<file path="src/rtl/writeback_stage_pkg.sv">
// Shared definitions for the writeback stage: opcode layout,
// load funct3 encodings and pipeline-wide widths.
package writeback_stage_pkg;

   localparam int OPCODE_WIDTH = 11;
   localparam int ALU_WIDTH    = 32;

   // one-hot opcode bit positions
   localparam int OP_RTYPE  = 0;
   localparam int OP_ITYPE  = 1;
   localparam int OP_LOAD   = 2;
   localparam int OP_STORE  = 3;
   localparam int OP_BRANCH = 4;
   localparam int OP_JAL    = 5;
   localparam int OP_JALR   = 6;
   localparam int OP_LUI    = 7;
   localparam int OP_AUIPC  = 8;
   localparam int OP_SYSTEM = 9;
   localparam int OP_FENCE  = 10;

   typedef enum logic [2:0] {
      F3_LB  = 3'b000,
      F3_LH  = 3'b001,
      F3_LW  = 3'b010,
      F3_LBU = 3'b100,
      F3_LHU = 3'b101
   } load_f3_e;

endpackage

</file>
<file path="src/rtl/writeback_stage_load_formatter.sv">
// Load data formatter: byte/half/word select with sign or zero
// extension, plus misaligned / illegal-size detection.
module load_formatter
   import writeback_stage_pkg::*;
#(
   parameter int DWIDTH = 32
) (
   input  logic [2:0]        funct3,
   input  logic [1:0]        off,
   input  logic [DWIDTH-1:0] word,
   output logic [DWIDTH-1:0] data,
   output logic              err
);

   logic [7:0]  b_sel;
   logic [15:0] h_sel;
   logic        is_lb;
   logic        is_lh;
   logic        is_lw;
   logic        is_lbu;
   logic        is_lhu;
   logic        mis;

   assign b_sel = word[{off, 3'b000} +: 8];
   assign h_sel = word[{off[1], 4'b0000} +: 16];

   assign is_lb  = (funct3 == F3_LB);
   assign is_lh  = (funct3 == F3_LH);
   assign is_lw  = (funct3 == F3_LW);
   assign is_lbu = (funct3 == F3_LBU);
   assign is_lhu = (funct3 == F3_LHU);

   assign mis = ((is_lh | is_lhu) & off[0])
              | (is_lw & (off != 2'b00));

   always_comb begin
      data = '0;
      err  = 1'b0;
      unique case (1'b1)
         is_lb:  data = {{(DWIDTH-8){b_sel[7]}}, b_sel};
         is_lh:  data = {{(DWIDTH-16){h_sel[15]}}, h_sel};
         is_lw:  data = word;
         is_lbu: data = {{(DWIDTH-8){1'b0}}, b_sel};
         is_lhu: data = {{(DWIDTH-16){1'b0}}, h_sel};
         default: err = 1'b1;
      endcase
      // a faulting load never leaks partial data to the regfile
      if (mis) begin
         err  = 1'b1;
         data = '0;
      end
   end

endmodule

</file>
<file path="src/rtl/writeback_stage.sv">
// Final pipeline stage: formats load results, registers one
// regfile write per retired instruction, counts retirements.
module writeback_stage
   import writeback_stage_pkg::*;
#(
   parameter int DWIDTH      = 32,
   parameter int AWIDTH      = 5,
   parameter int FUNCT_WIDTH = 3,
   parameter int CNT_WIDTH   = 32
) (
   input  logic                    wb_clk,
   input  logic                    wb_rst,
   input  logic                    wb_i_ce,
   input  logic                    wb_i_stall,
   input  logic                    wb_i_flush,
   input  logic [OPCODE_WIDTH-1:0] wb_i_opcode,
   input  logic [FUNCT_WIDTH-1:0]  wb_i_funct3,
   input  logic [AWIDTH-1:0]       wb_i_rd_addr,
   input  logic [DWIDTH-1:0]       wb_i_rd_data,
   input  logic                    wb_i_rd_we,
   input  logic [DWIDTH-1:0]       wb_i_load_data,
   input  logic [1:0]              wb_i_addr_lo,
   output logic [AWIDTH-1:0]       wb_o_rd_addr,
   output logic [DWIDTH-1:0]       wb_o_rd_data,
   output logic                    wb_o_rd_we,
   output logic                    wb_o_valid,
   output logic                    wb_o_err,
   output logic                    wb_o_ce,
   output logic                    wb_o_stall,
   output logic [CNT_WIDTH-1:0]    wb_o_retired
);

   logic              acc;
   logic              ld;
   logic              fmt_err;
   logic              ld_err;
   logic              wr;
   logic [DWIDTH-1:0] fmt_data;
   logic [DWIDTH-1:0] nxt_data;
   logic              unused_op;

   // only the LOAD bit steers this stage
   assign unused_op = ^{wb_i_opcode[OPCODE_WIDTH-1:OP_LOAD+1],
                        wb_i_opcode[OP_LOAD-1:0]};

   load_formatter #(
      .DWIDTH (DWIDTH)
   ) u_fmt (
      .funct3 (wb_i_funct3[2:0]),
      .off    (wb_i_addr_lo),
      .word   (wb_i_load_data),
      .data   (fmt_data),
      .err    (fmt_err)
   );

   assign acc    = wb_i_ce & ~wb_i_stall & ~wb_i_flush;
   assign ld     = wb_i_opcode[OP_LOAD];
   assign ld_err = ld & fmt_err;

   assign nxt_data = ld_err ? '0
                   : ld     ? fmt_data
                   :          wb_i_rd_data;

   assign wr = wb_i_rd_we & ~ld_err
             & (wb_i_rd_addr != '0);

   always_ff @(posedge wb_clk or negedge wb_rst) begin
      if (!wb_rst) begin
         wb_o_rd_addr <= '0;
         wb_o_rd_data <= '0;
         wb_o_rd_we   <= 1'b0;
         wb_o_valid   <= 1'b0;
         wb_o_err     <= 1'b0;
         wb_o_ce      <= 1'b0;
         wb_o_stall   <= 1'b0;
         wb_o_retired <= '0;
      end else begin
         wb_o_ce    <= wb_i_ce;
         wb_o_stall <= wb_i_stall;
         // strobes are single-cycle; address/data hold on bubbles
         wb_o_rd_we <= 1'b0;
         wb_o_valid <= 1'b0;
         wb_o_err   <= 1'b0;
         if (acc) begin
            wb_o_rd_addr <= wb_i_rd_addr;
            wb_o_rd_data <= nxt_data;
            wb_o_rd_we   <= wr;
            wb_o_valid   <= 1'b1;
            wb_o_err     <= ld_err;
            wb_o_retired <= wb_o_retired + 1'b1;
         end
      end
   end

endmodule

</file>
<file path="config.mk">
export PLATFORM = sky130hd
export DESIGN_NAME = writeback_stage
export DESIGN_NICKNAME = d
export VERILOG_FILES = /design/src/rtl/writeback_stage_pkg.sv /design/src/rtl/writeback_stage_load_formatter.sv /design/src/rtl/writeback_stage.sv
export SDC_FILE = /design/constraint.sdc
export NUM_CORES = 1
export LEC_CHECK = 0
export BUFFER_PORTS_ARGS = -buffer_cell sky130_fd_sc_hd__buf_2
export CAP_MARGIN = 5
export CORE_MARGIN = 5
export CORE_UTILIZATION = 44
export DETAILED_ROUTE_END_ITERATION = 10
export PLACE_DENSITY = 0.74
export SETUP_SLACK_MARGIN = 0.15
export SLEW_MARGIN = 10
export SYNTH_ARGS = -nofsm -noshare
export SYNTH_HDL_FRONTEND = slang
export SYNTH_SLANG_ARGS = --single-unit
</file>
<file path="constraint.sdc">
create_clock -name wb_clk -period 1.5 [get_ports wb_clk]
set_input_delay 0.15 -clock wb_clk [delete_from_list [all_inputs] [get_ports wb_clk]]
set_output_delay 0.15 -clock wb_clk [all_outputs]
set_load 0.005 [all_outputs]
</file>
Word level (Yosys, flattened, before mapping)
Cells that the tools add are included.
{"block": "word_totals", "ff_bits": 74, "in_bits": 91, "output_inout_bits": 74, "wordCells": 40}
{"block": "op_classes", "addsub": 1, "n_eq_ne": 4, "n_shift": 2, "n_mux": 9, "bitwise": 12, "reduce_logical": 4}
{"cell": "$pmux W32 S5", "count": 1}
{"cell": "$mux W32", "count": 3}
{"cell": "$add A32 B1 Y32 const B", "count": 1}
{"cell": "$shiftx A32 B6 Y16", "count": 1}
{"cell": "$shiftx A32 B6 Y8", "count": 1}
{"cell": "$and A1 B1 Y1", "count": 7}
{"cell": "$eq A3 B3 Y1 const B", "count": 2}
{"cell": "$mux W1", "count": 5}
{"cell": "$reduce_bool A5 Y1", "count": 1}
{"cell": "$reduce_or A5 Y1", "count": 1}
{"cell": "$eq A3 B1 Y1 const B", "count": 1}
{"cell": "$eq A3 B2 Y1 const B", "count": 1}
{"cell": "$logic_not A3 Y1", "count": 1}
{"cell": "$not A1 Y1", "count": 3}
{"cell": "$or A1 B1 Y1", "count": 2}
{"cell": "$reduce_bool A2 Y1", "count": 1}

Logic depth before layout (Yosys ltp)
Gate-level depths: netlist of the first run.
{"block": "logic_depth", "word_depth": 10, "mapped_depth": 6, "depth_no_buf": 5}

By module
From an unflattened synthesis of the first run, not the netlist that was laid out.
{"block": "hier_totals", "cells_unflattened": 444, "hier_area_um2": 4234.1}
{"mod": "writeback_stage", "instances": 1, "cells_per_inst": 329, "area_each_um2": 3394.5, "seq_area_each_um2": 1851.8}
{"mod": "load_formatter", "instances": 1, "cells_per_inst": 115, "area_each_um2": 839.6, "seq_area_each_um2": 0.0}

Worst setup path before layout of the first run
No wires, ideal clock.
{"block": "synth_timing", "path_kind": "input to register", "startpoint": "input port wb_i_addr_lo[0]", "endpoint": "register wb_o_rd_data[28]", "setup_ps": 122, "t_arrival_ps": 1649, "required_time_ps": 1378, "setup_slack_ps": -271, "stages": 5, "n_path_buf": 1, "path_cell_list": "mux2_4 > a222oi_1 > buf_6 > o211ai_1 > a32o_1"}
{"block": "synth_via", "elab_chain_cells": 6, "elab_cells_between_ends": 11, "cone_classes": "1 x shift; 5 x mux; 4 x bitwise; 1 x reduce/logical"}
{"element": "from (decl)", "line": "writeback_stage.sv:22", "rtl": "input logic [1:0] wb_i_addr_lo,"}
{"element": "parallel branches: the longest is 5 deep, another holds $shiftx A32 B6 Y8"}
{"element": "$mux W32 *", "line": "writeback_stage.sv:60", "rtl": "assign nxt_data = ld_err ? '0"}
{"element": "to (signal assigned)", "line": "writeback_stage.sv:86", "rtl": "wb_o_rd_data <= nxt_data;"}
{"element": "to (decl)", "line": "writeback_stage.sv:24", "rtl": "output logic [DWIDTH-1:0] wb_o_rd_data,"}
Every way passes the cells marked *.
A chain may end at the register's enable or synchronous reset.

Worst setup path in the final report of the first run
{"block": "layout_timing", "startpoint": "register wb_o_retired[1]", "endpoint": "register wb_o_retired[16]"}
{"block": "layout_via", "elab_chain_cells": 1}
{"element": "from (decl)", "line": "writeback_stage.sv:30", "rtl": "output logic [CNT_WIDTH-1:0] wb_o_retired"}
{"element": "from (signal assigned)", "line": "writeback_stage.sv:90", "rtl": "wb_o_retired <= wb_o_retired + 1'b1;"}
{"element": "$add A32 B1 Y32", "line": "writeback_stage.sv:90"}
No other way between the ends.

==> results of run 1 <==
==> stage by stage <==
stage	setup slack [ns]	instances	instance area (um^2)	hold WS [ns]
final	0.1466	728	5789	0.01400
after CTS	0.1469	716	5665	0.001170
after floorplan	-0.2658	403	4160	-0.1456
after global routing	0.07713	728	5789	0.008984
after detailed placement	-0.2135	692	5371	0.1227
after global placement	-0.1589	692	5371	0.1204
==> metal layers <==
| layer | global-route usage, % | part of all wire, % | vias up |
|---|---|---|---|
| met3 | 6.124 | 8.1 | 23 |
| met2 | 37.43 | 47 | 194 |
| met1 | 30.08 | 43 | 1991 |
| met4 | 7.771 | 2.2 | 0 |
| li1 | - | - | 1923 |
| met5 | 0 | 0 | - |
==> state kept, by name, summed over array words and instances (netlist names) <==
name	flops
wb_o_err	1
wb_o_stall	1
wb_o_valid	1
wb_o_rd_data	32
wb_o_rd_addr	5
wb_o_rd_we	1
wb_o_ce	1
wb_o_retired	32
==> power breakdown <==
| part | switching, mW | total [mW] | internal [mW] |
|---|---|---|---|
| logic | 0.661 | 1.42 | 0.761 |
| registers | 0.157 | 2.38 | 2.23 |
| clock network | 0.778 | 1.59 | 0.810 |
| total | 1.60 | 5.39 | 3.80 |
==> worst reg2reg max path, cell delays in order, from the launching register on <==
cell and delay, ns:
dfrtp_1 0.42, ha_2 0.22, nand3_2 0.10, nor2_4 0.11
buf_12 0.14, nand4_1 0.12, xnor2_1 0.14
==> layout make-up <==
class | instances | area share, %
clock buffer | 11 | 2.442
clock inverter | 4 | 0.9077
inverter | 5 | 0.3242
multi-input combinational | 291 | 36.55
sequential | 74 | 32.05
tap | 111 | 2.399
timing repair buffer | 232 | 25.33
==> how the worst min path moves through the flow <==
stage | start | endpoint | slack (ns) | cells after the start
2_1_floorplan | wb_rst | wb_o_ce$_DFF_PN0_ | -0.15 | 0
3_3_place_gp | wb_rst | wb_o_retired[8]$_DFFE_PN0P_ | 0.12 | 1
3_5_place_dp | wb_rst | wb_o_retired[8]$_DFFE_PN0P_ | 0.12 | 1
4_1_cts | wb_i_rd_addr[1] | wb_o_rd_addr[1]$_DFFE_PN0P_ | 0.001 | 3
5_1_grt | wb_i_rd_addr[2] | wb_o_rd_addr[2]$_DFFE_PN0P_ | 0.009 | 3
6_report | wb_i_rd_addr[1] | wb_o_rd_addr[1]$_DFFE_PN0P_ | 0.01 | 3
==> cells in the final DEF (no fill, tap or decap), drive strengths merged, types with 10 or more instances in the layout <==
| cell type | synthesis | routed |
|---|---|---|
| a32o | 19 | 19 |
| nand4 | 20 | 20 |
| dfrtp | 74 | 74 |
| and3 | 11 | 11 |
| or2 | 20 | 20 |
| o211ai | 17 | 17 |
| xnor2 | 27 | 27 |
| nand2 | 52 | 52 |
| clkbuf | 24 | 11 |
| mux2i | 10 | 10 |
| o21ai | 15 | 15 |
| buf | 10 | 226 |
==> logic make-up (layout without fill, tap and decap cells) <==
family | count (synthesis) | count (layout) | synth area share (%)
mux | 19 | 19 | 5.090
compound gates | 89 | 89 | 17.60
buf+inv | 39 | 252 | 4.469
xor+xnor | 31 | 31 | 6.735
flops | 74 | 74 | 45.93
simple gates | 150 | 151 | 19.86
fa+ha+maj | 1 | 1 | 0.3103
==> what timing repair did <==
action	4_1_cts	5_1_grt
pin swaps	3	7
gates resized for setup	8	14
setup endpoints to repair	22	39
hold buffers	5	1
setup buffers	4	9
gates cloned	0	2
endpoints found under the hold margin	36	1
==> results.py, run 1 <==
metrics = {
    "sta": {
        "max_freq_mhz": 738.9,
        "layout_min_cycle_time_ns": 1.353,
        "maxSlewViolCount": 0,
        "hold_viol_final": 0,
        "tightest_slew_ns": 0.4337,
        "slew_headroom_pct": 71.09,
        "tns_ns": 0,
        "setup_violations": 0,
        "fin_worst_skew_ns": 0.01219,
        "rsz0062_at_grt": "true",
        "post-route-period-util_pct": 90.22,
    },
    "setup_path": {
        "reg2reg_from": "wb_o_retired[1]$_DFFE_PN0P_",
        "cp_num_buf_inv": 1,
        "criticalPathCategory": "reg2reg",
        "cp_max_fo": 14,
        "cp.required_ns": 1.74,
        "critical_path.cell_chain": "ha_2 -> nand3_2 -> nor2_4 -> buf_12 -> nand4_1 -> xnor2_1",
        "cp_slowest_cell": "dfrtp_1",
        "critPathLaunchType": "flop",
        "critPathCapture": "wb_o_retired[16]$_DFFE_PN0P_",
        "path_depth": 6,
        "crit_family": "flip-flops",
        "rr_worst_depth": 6,
        "regToRegEndpoint": "wb_o_retired[16]$_DFFE_PN0P_",
        "rrSetupSlack_ns": 0.15,
        "crit_arrival_ns": 1.59,
        "end_kind": "flop",
        "cp_slowest_stage_delay_ns": 0.42,
        "crit_start": "wb_o_retired[1]$_DFFE_PN0P_",
    },
    "synth": {
        "synth_cells": 403,
        "ys_seq_area_share_pct": 45.93,
        "synth_edf_count": 0,
        "synth-seq-cells": 74,
        "yosysMostFrequentCell": "dfrtp_1",
        "synth_ff_type": "dfrtp_1",
        "avgSynthCellArea_um2": 10.00,
        "synth_top_area_share_pct": 45.93,
        "syn_nets": 495,
        "netlist_top_cells_area": "dfrtp_1 (46%), xnor2_1 (5.9%), nand2_1 (4.8%)",
        "post-synth-top-area-cell": "dfrtp_1",
        "yosysWarnings": 0,
        "yosys.cell_types.count": 45,
        "async_reset_ff_share_pct": 100.0,
        "netlist_area_mm2": 0.004031,
        "ys_top_cells_by_count": "dfrtp_1 (74), nand2_1 (52), xnor2_1 (27)",
    },
    "die": {
        "initial_core_util_pct": 44.47,
        "core-area_mm2": 0.009065,
        "dieArea_mm2": 0.01118,
        "dieWidth_um": 105.7,
        "rows": 35,
        "io_pins": 165,
        "die_h_um": 105.7,
    },
    "routing": {
        "firstDrtPassIters": 4,
        "drc": 0,
        "drt-total-wl_um": 13200,
        "wire_per_inst_um": 18.13,
        "via_count": 4131,
        "via_per_inst": 5.674,
        "dr.first_iter.drc_count": 187,
        "postRouteAntennaNets": 0,
    },
    "cells_and_area": {
        "seq_area_mm2": 0.001856,
        "diodes": 0,
        "post-route-util_pct": 63.86,
        "final_nets": 705,
        "drive_above_1_share_pct": 47.16,
        "synthToLayoutAreaGrowth_pct": 43.61,
        "fillerInstances": 786,
        "multi_input_area_mm2": 0.002116,
    },
    "clock_network": {
        "cts_buffers": 9,
        "clock_sinks": 74,
        "clk_pin_slew_worst_paths_ns": 0.09,
        "cts_buffer_depth": 2,
        "clk_latency_ns": 0.35,
        "cts_tree": "yes",
        "cts_max_level": 3,
        "root_buffer": "clkbuf_8",
    },
    "global_routing": {
        "grt_overflow": 0,
        "grt_usage_pct": 23.14,
        "grt_first_pass_wirelength_um": 20580,
        "grt_pass1_vias": 4145,
        "antenna_found_initial": 0,
        "grt_max_degree": 35,
    },
    "placement": {
        "port_buffers": 154,
        "gp_congestion": 0.8952,
        "hpwl_um": 9863,
    },
    "flow_run": {
        "cap_violations": 0,
    },
    "power": {
        "power.leakage_nw": 2.881,
        "power_mw": 5.395,
        "vdd_drop_max_uv": 470.7,
        "p_per_area_mw_per_mm2": 931.9,
    },
    "hold_path": {
        "hp-class": "in2reg",
    },
    "run_status": {
        "status": "finished, final reports clean",
    },
}
Note: power is estimated with default switching activity, not from simulation.
==> inputs of run 2 (changes only) <==
CORE_MARGIN = 8   (was 5)
CORE_UTILIZATION = 35   (was 44)
PLACE_DENSITY = 0.61   (was 0.74)
==> run 2 against run 1 <==
Compared with the run above:
- sequential power about the same
- global-route usage decreased by 5.3 points
- first-iteration DRC count grew 49%
- sequential share of layout area fell by 0.31 points
- clock power increased by 46%
==> results.py, run 2 (same netlist as run 1, synthesis figures left out) <==
metrics = {
    "run_status": {
        "status": "finished, final reports clean",
    },
    "die": {
        "dieWidth_um": 123.3,
        "rows": 39,
        "core-area_mm2": 0.01132,
        "die_h_um": 123.3,
        "io_pins": 165,
        "dieArea_mm2": 0.01521,
        "initial_core_util_pct": 35.61,
    },
    "setup_path": {
        "regToRegEndpoint": "wb_o_retired[10]$_DFFE_PN0P_",
        "cp_slowest_stage_delay_ns": 0.35,
        "critPathCapture": "wb_o_rd_data[30]$_DFFE_PN0P_",
        "criticalPathCategory": "in2reg",
        "cp.required_ns": 1.73,
        "cp_max_fo": 8,
        "end_kind": "flop",
        "rr_worst_depth": 6,
        "cp_slowest_cell": "a222oi_1",
        "reg2reg_from": "wb_o_retired[1]$_DFFE_PN0P_",
        "crit_arrival_ns": 1.62,
        "critPathLaunchType": "input pin",
        "critical_path.cell_chain": "buf_8 -> mux2_4 -> a222oi_1 -> buf_4 -> buf_6 -> o211ai_1 -> a32o_1",
        "crit_start": "wb_i_addr_lo[0]",
        "rrSetupSlack_ns": 0.14,
    },
    "cells_and_area": {
        "largestRegisters": "wb_o_rd_data: 32 flops, wb_o_retired: 32 flops, wb_o_rd_addr: 5 flops",
        "layout_common_cells": "buf_2 (152), dfrtp_1 (74), nand2_1 (52), buf_4 (49), xnor2_1 (27)",
        "final_common_cell": "buf_2",
        "fillerInstances": 1071,
        "synthToLayoutAreaGrowth_pct": 44.72,
        "post-route-util_pct": 51.54,
        "finalNonFillerCells": 745,
        "drive_above_1_share_pct": 45.42,
        "final_nets": 688,
        "design_area_mm2": 0.005834,
    },
    "placement": {
        "port_buffers": 154,
        "gp_congestion": 0.9121,
        "placed_cell_area_mm2": 0.005356,
        "dp_cells": 715,
        "hpwl_um": 10100,
    },
    "clock_network": {
        "cts_buffer_depth": 2,
        "cts_max_level": 3,
        "root_buffer": "clkbuf_16",
        "clk_latency_ns": 0.34,
        "cts_tree": "yes",
        "cts_buffers": 9,
        "clk_pin_slew_worst_paths_ns": 0.06,
        "clock_sinks": 74,
    },
    "power": {
        "p_per_area_mw_per_mm2": 1021,
        "power.leakage_nw": 2.861,
        "power_mw": 5.956,
        "vdd_drop_max_uv": 784.0,
    },
    "sta": {
        "setup_violations": 0,
        "layout_min_cycle_time_ns": 1.391,
        "hold_viol_final": 0,
        "maxSlewViolCount": 0,
        "max_freq_mhz": 719.2,
        "fin_worst_skew_ns": 0.006933,
        "slew_headroom_pct": 72.26,
        "tightest_slew_ns": 0.4161,
        "post-route-period-util_pct": 92.70,
        "rsz0062_at_grt": "true",
    },
    "routing": {
        "drt-total-wl_um": 13430,
        "dr.first_iter.drc_count": 278,
        "postRouteAntennaNets": 0,
        "via_count": 3907,
        "drc": 0,
        "via_per_inst": 5.244,
        "wire_per_inst_um": 18.02,
        "firstDrtPassIters": 4,
    },
    "global_routing": {
        "grt_pass1_vias": 4044,
        "grt_max_degree": 75,
        "antenna_found_initial": 0,
        "grt_overflow": 0,
        "grt_usage_pct": 17.86,
        "grt_first_pass_wirelength_um": 21170,
    },
    "flow_run": {
        "cap_violations": 0,
    },
    "hold_path": {
        "hp-class": "in2reg",
    },
}
## run 2: cell types whose count changed in the layout (fill, tap and decap cells not counted), sizes merged
cell and change:
clkinvlp +2, diode +1, buf -14, dlygate4sd3 -2, clkbuf -2, bufinv +1, and4 -1
## run 2: worst min-delay path by stage
stage,from,end,slack (ns),cells after the start
after floorplan,wb_rst,wb_o_ce$_DFF_PN0_,-0.15,0
after CTS,wb_i_rd_addr[3],wb_o_rd_addr[3]$_DFFE_PN0P_,0.008,3
final,wb_i_rd_addr[3],wb_o_rd_addr[3]$_DFFE_PN0P_,0.03,3
after global placement,wb_rst,wb_o_retired[8]$_DFFE_PN0P_,0.20,2
after detailed placement,wb_rst,wb_o_retired[10]$_DFFE_PN0P_,0.21,2
after global routing,wb_i_rd_addr[2],wb_o_rd_addr[2]$_DFFE_PN0P_,0.02,3
## run 2: where the power goes
part,switching (mW),total [mW],internal [mW]
Combinational,0.605,1.25,0.645
Clock,0.867,2.32,1.45
Sequential,0.159,2.39,2.23
Total,1.63,5.96,4.33
## run 2: final cells by class
| cell class | count | area, um^2 | area share, % |
|---|---|---|---|
| Clock buffer | 9 | 225.2 | 3.860 |
| Sequential cell | 74 | 1852 | 31.74 |
| Timing Repair Buffer | 216 | 1361 | 23.33 |
| Clock inverter | 7 | 93.84 | 1.608 |
| Multi-Input combinational cell | 290 | 2102 | 36.03 |
| Inverter | 5 | 18.77 | 0.3217 |
| Tap cell | 143 | 178.9 | 3.067 |
| Antenna cell | 1 | 2.502 | 0.04289 |
## run 2: routing by layer
layer  track usage (%)  part of all wire [%]  up-vias  routed length, um
met5                 0                     0        -                  0
met4             6.847                   2.0        0                269
met3             5.708                   8.0       18               1076
met2             27.44                    46      131               6135
met1             22.94                    44     1866               5946
li1                  -                     -     1892                  -
## run 2: critical path, delay by kind of cell
family | cells | cell delay [ns]
muxes | 1 | 0.29
AOI/OAI and AO/OA | 3 | 0.71
buffers and inverters | 3 | 0.45
## run 2: what timing repair did
item	in CTS	in global routing
setup endpoints to repair	27	41
pin swaps	1	3
buffers inserted	2	6
resized for setup	2	16
gates cloned	0	1
hold buffers	4	0
hold endpoints to repair	77	0
## run 2: stage by stage
| step | setup WS, ns | TNS (ns) | hold WS (ns) |
|---|---|---|---|
| after floorplan | -0.2658 | -3.659 | -0.1456 |
| after global placement | -0.1740 | -3.615 | 0.2005 |
| after detailed placement | -0.2200 | -4.682 | 0.2096 |
| after CTS | 0.1251 | 0 | 0.007744 |
| after global routing | 0.06345 | 0 | 0.02004 |
| final | 0.1095 | 0 | 0.02618 |
==> inputs of run 3 (changes only) <==
CELL_PAD_IN_SITES_DETAIL_PLACEMENT = 0   (was default)
CELL_PAD_IN_SITES_GLOBAL_PLACEMENT = 2   (was default)
CORE_UTILIZATION = 26   (was 35)
CTS_CLUSTER_SIZE = 40   (was default)
PLACE_DENSITY = 0.74   (was 0.61)
==> run 3 against run 2 <==
Compared with the run above:
- register-to-register slack better by 0.03 ns
- sequential power hardly changed
- first-iteration DRC count is 31% lower
- worst hold slack worse by 0.0035 ns
- global-route usage is 3.1 points lower
- total power is 4.7% higher
- clock skew is 0.00090 ns higher
- critical path depth stayed put
==> results.py, run 3 (same netlist as run 1, synthesis figures left out) <==
metrics = {
    "run_status": {
        "status": "finished, final reports clean",
    },
    "flow_run": {
        "cap_violations": 0,
    },
    "global_routing": {
        "grt_usage_pct": 14.80,
        "antenna_found_initial": 0,
        "grt_overflow": 0,
        "grt_first_pass_wirelength_um": 23230,
        "grt_pass1_vias": 4247,
        "grt_max_degree": 75,
    },
    "cells_and_area": {
        "diodes": 0,
        "layout_common_cells": "buf_2 (152), dfrtp_1 (71), buf_4 (55), nand2_1 (52), xnor2_1 (27)",
        "drive_above_1_share_pct": 47.04,
        "fillerInstances": 1544,
        "final_nets": 695,
        "finalNonFillerCells": 796,
        "largestRegisters": "wb_o_rd_data: 32 flops, wb_o_retired: 32 flops, wb_o_rd_addr: 5 flops",
        "final_common_cell": "buf_2",
        "synthToLayoutAreaGrowth_pct": 48.48,
        "post-route-util_pct": 39.37,
        "design_area_mm2": 0.005986,
    },
    "routing": {
        "wire_per_inst_um": 18.21,
        "via_per_inst": 4.996,
        "postRouteAntennaNets": 0,
        "drc": 0,
        "firstDrtPassIters": 4,
        "dr.first_iter.drc_count": 192,
        "via_count": 3977,
        "drt-total-wl_um": 14490,
    },
    "clock_network": {
        "cts_buffers": 9,
        "clk_pin_slew_worst_paths_ns": 0.06,
        "cts_tree": "yes",
        "clock_sinks": 74,
        "root_buffer": "clkbuf_16",
        "clk_latency_ns": 0.34,
        "cts_max_level": 3,
        "cts_buffer_depth": 2,
    },
    "setup_path": {
        "cp_max_fo": 8,
        "regToRegEndpoint": "wb_o_retired[10]$_DFFE_PN0P_",
        "critPathLaunchType": "input pin",
        "rr_worst_depth": 6,
        "criticalPathCategory": "in2reg",
        "reg2reg_from": "wb_o_retired[0]$_DFFE_PN0P_",
        "rrSetupSlack_ns": 0.17,
        "end_kind": "flop",
        "crit_arrival_ns": 1.59,
        "cp.required_ns": 1.72,
    },
    "die": {
        "dieArea_mm2": 0.01975,
        "initial_core_util_pct": 26.52,
        "die_h_um": 140.5,
        "rows": 45,
        "io_pins": 165,
        "core-area_mm2": 0.01520,
        "dieWidth_um": 140.5,
    },
    "placement": {
        "gp_congestion": 0.9017,
        "hpwl_um": 11110,
        "dp_cells": 764,
        "placed_cell_area_mm2": 0.005443,
        "port_buffers": 154,
    },
    "hold_path": {
        "hp-class": "in2reg",
        "holdPathStages": 3,
        "hp-start": "wb_i_rd_addr[3]",
        "hold_end": "wb_o_rd_addr[3]$_DFFE_PN0P_",
    },
    "sta": {
        "maxSlewViolCount": 0,
        "slew_headroom_pct": 65.04,
        "hold_viol_final": 0,
        "rsz0062_at_grt": "true",
        "holdWs_ns": 0.02268,
        "tightest_slew_ns": 0.5238,
        "post-route-period-util_pct": 90.69,
        "fin_worst_skew_ns": 0.007835,
        "layout_min_cycle_time_ns": 1.360,
        "setup_violations": 0,
        "tns_ns": 0,
        "max_freq_mhz": 735.1,
    },
    "power": {
        "vdd_drop_max_uv": 516.6,
        "power.leakage_nw": 2.924,
        "p_per_area_mw_per_mm2": 1042,
    },
}
-- run 3: repair_timing --
| item | CTS | global route |
|---|---|---|
| endpoints found under the hold margin | 76 | 0 |
| gates cloned | 1 | 1 |
| endpoints found under the setup margin | 27 | 43 |
| pin swaps | 5 | 24 |
| resized for setup | 10 | 14 |
| hold buffers | 3 | 0 |
| setup buffers | 3 | 8 |
-- run 3: worst max path at each step --
stage / start / endpoint / slack (ns)
after floorplan: wb_i_addr_lo[0] / wb_o_rd_data[28]$_DFFE_PN0P_ / -0.27
after global placement: wb_i_addr_lo[0] / wb_o_rd_data[19]$_DFFE_PN0P_ / -0.19
after detailed placement: wb_i_addr_lo[0] / wb_o_rd_data[24]$_DFFE_PN0P_ / -0.23
after CTS: wb_o_retired[18]$_DFFE_PN0P_ / wb_o_retired[31]$_DFFE_PN0P_ / 0.15
after global routing: wb_o_retired[0]$_DFFE_PN0P_ / wb_o_retired[10]$_DFFE_PN0P_ / 0.08
final: wb_i_addr_lo[0] / wb_o_rd_data[24]$_DFFE_PN0P_ / 0.14
-- run 3: area by class of cell --
class	instances	area, um^2	share of cell area (%)
clock buffers	11	252.7	4.222
clock inverters	5	100.1	1.672
inverters	5	18.77	0.3135
multi-input cells	290	2108	35.22
flip-flops and latches	74	1856	31.00
well taps	188	235.2	3.930
repair buffers	223	1415	23.64
-- run 3: metal layers --
metal | up-vias | GRT usage, % | wire length (um)
met5 | - | 0 | 0
met4 | 0 | 4.468 | 287
met3 | 23 | 5.471 | 1119
met2 | 161 | 23.21 | 6562
met1 | 1900 | 18.60 | 6523
li1 | 1893 | - | -
-- run 3: metrics by stage --
step / setup WS (ns) / power (mW)
after floorplan: -0.2658 / 2.962
after global routing: 0.07737 / 6.559
after detailed placement: -0.2292 / 3.642
after CTS: 0.1521 / 6.322
final: 0.1396 / 6.235
after global placement: -0.1878 / 3.626
-- run 3: power by group --
group | switching (mW) | leakage, nW | internal (mW)
Combinational | 0.633 | 1.77 | 0.664
Sequential | 0.155 | 0.975 | 2.23
Clock | 0.843 | 0.176 | 1.71
Total | 1.63 | 2.92 | 4.60
-- run 3: worst max-delay path, cell delays in order --
cell and delay [ns]:
buf_8 0.10, mux2_4 0.30, a222oi_1 0.34, buf_4 0.19, buf_6 0.13, o211ai_1 0.10
a32o_1 0.27
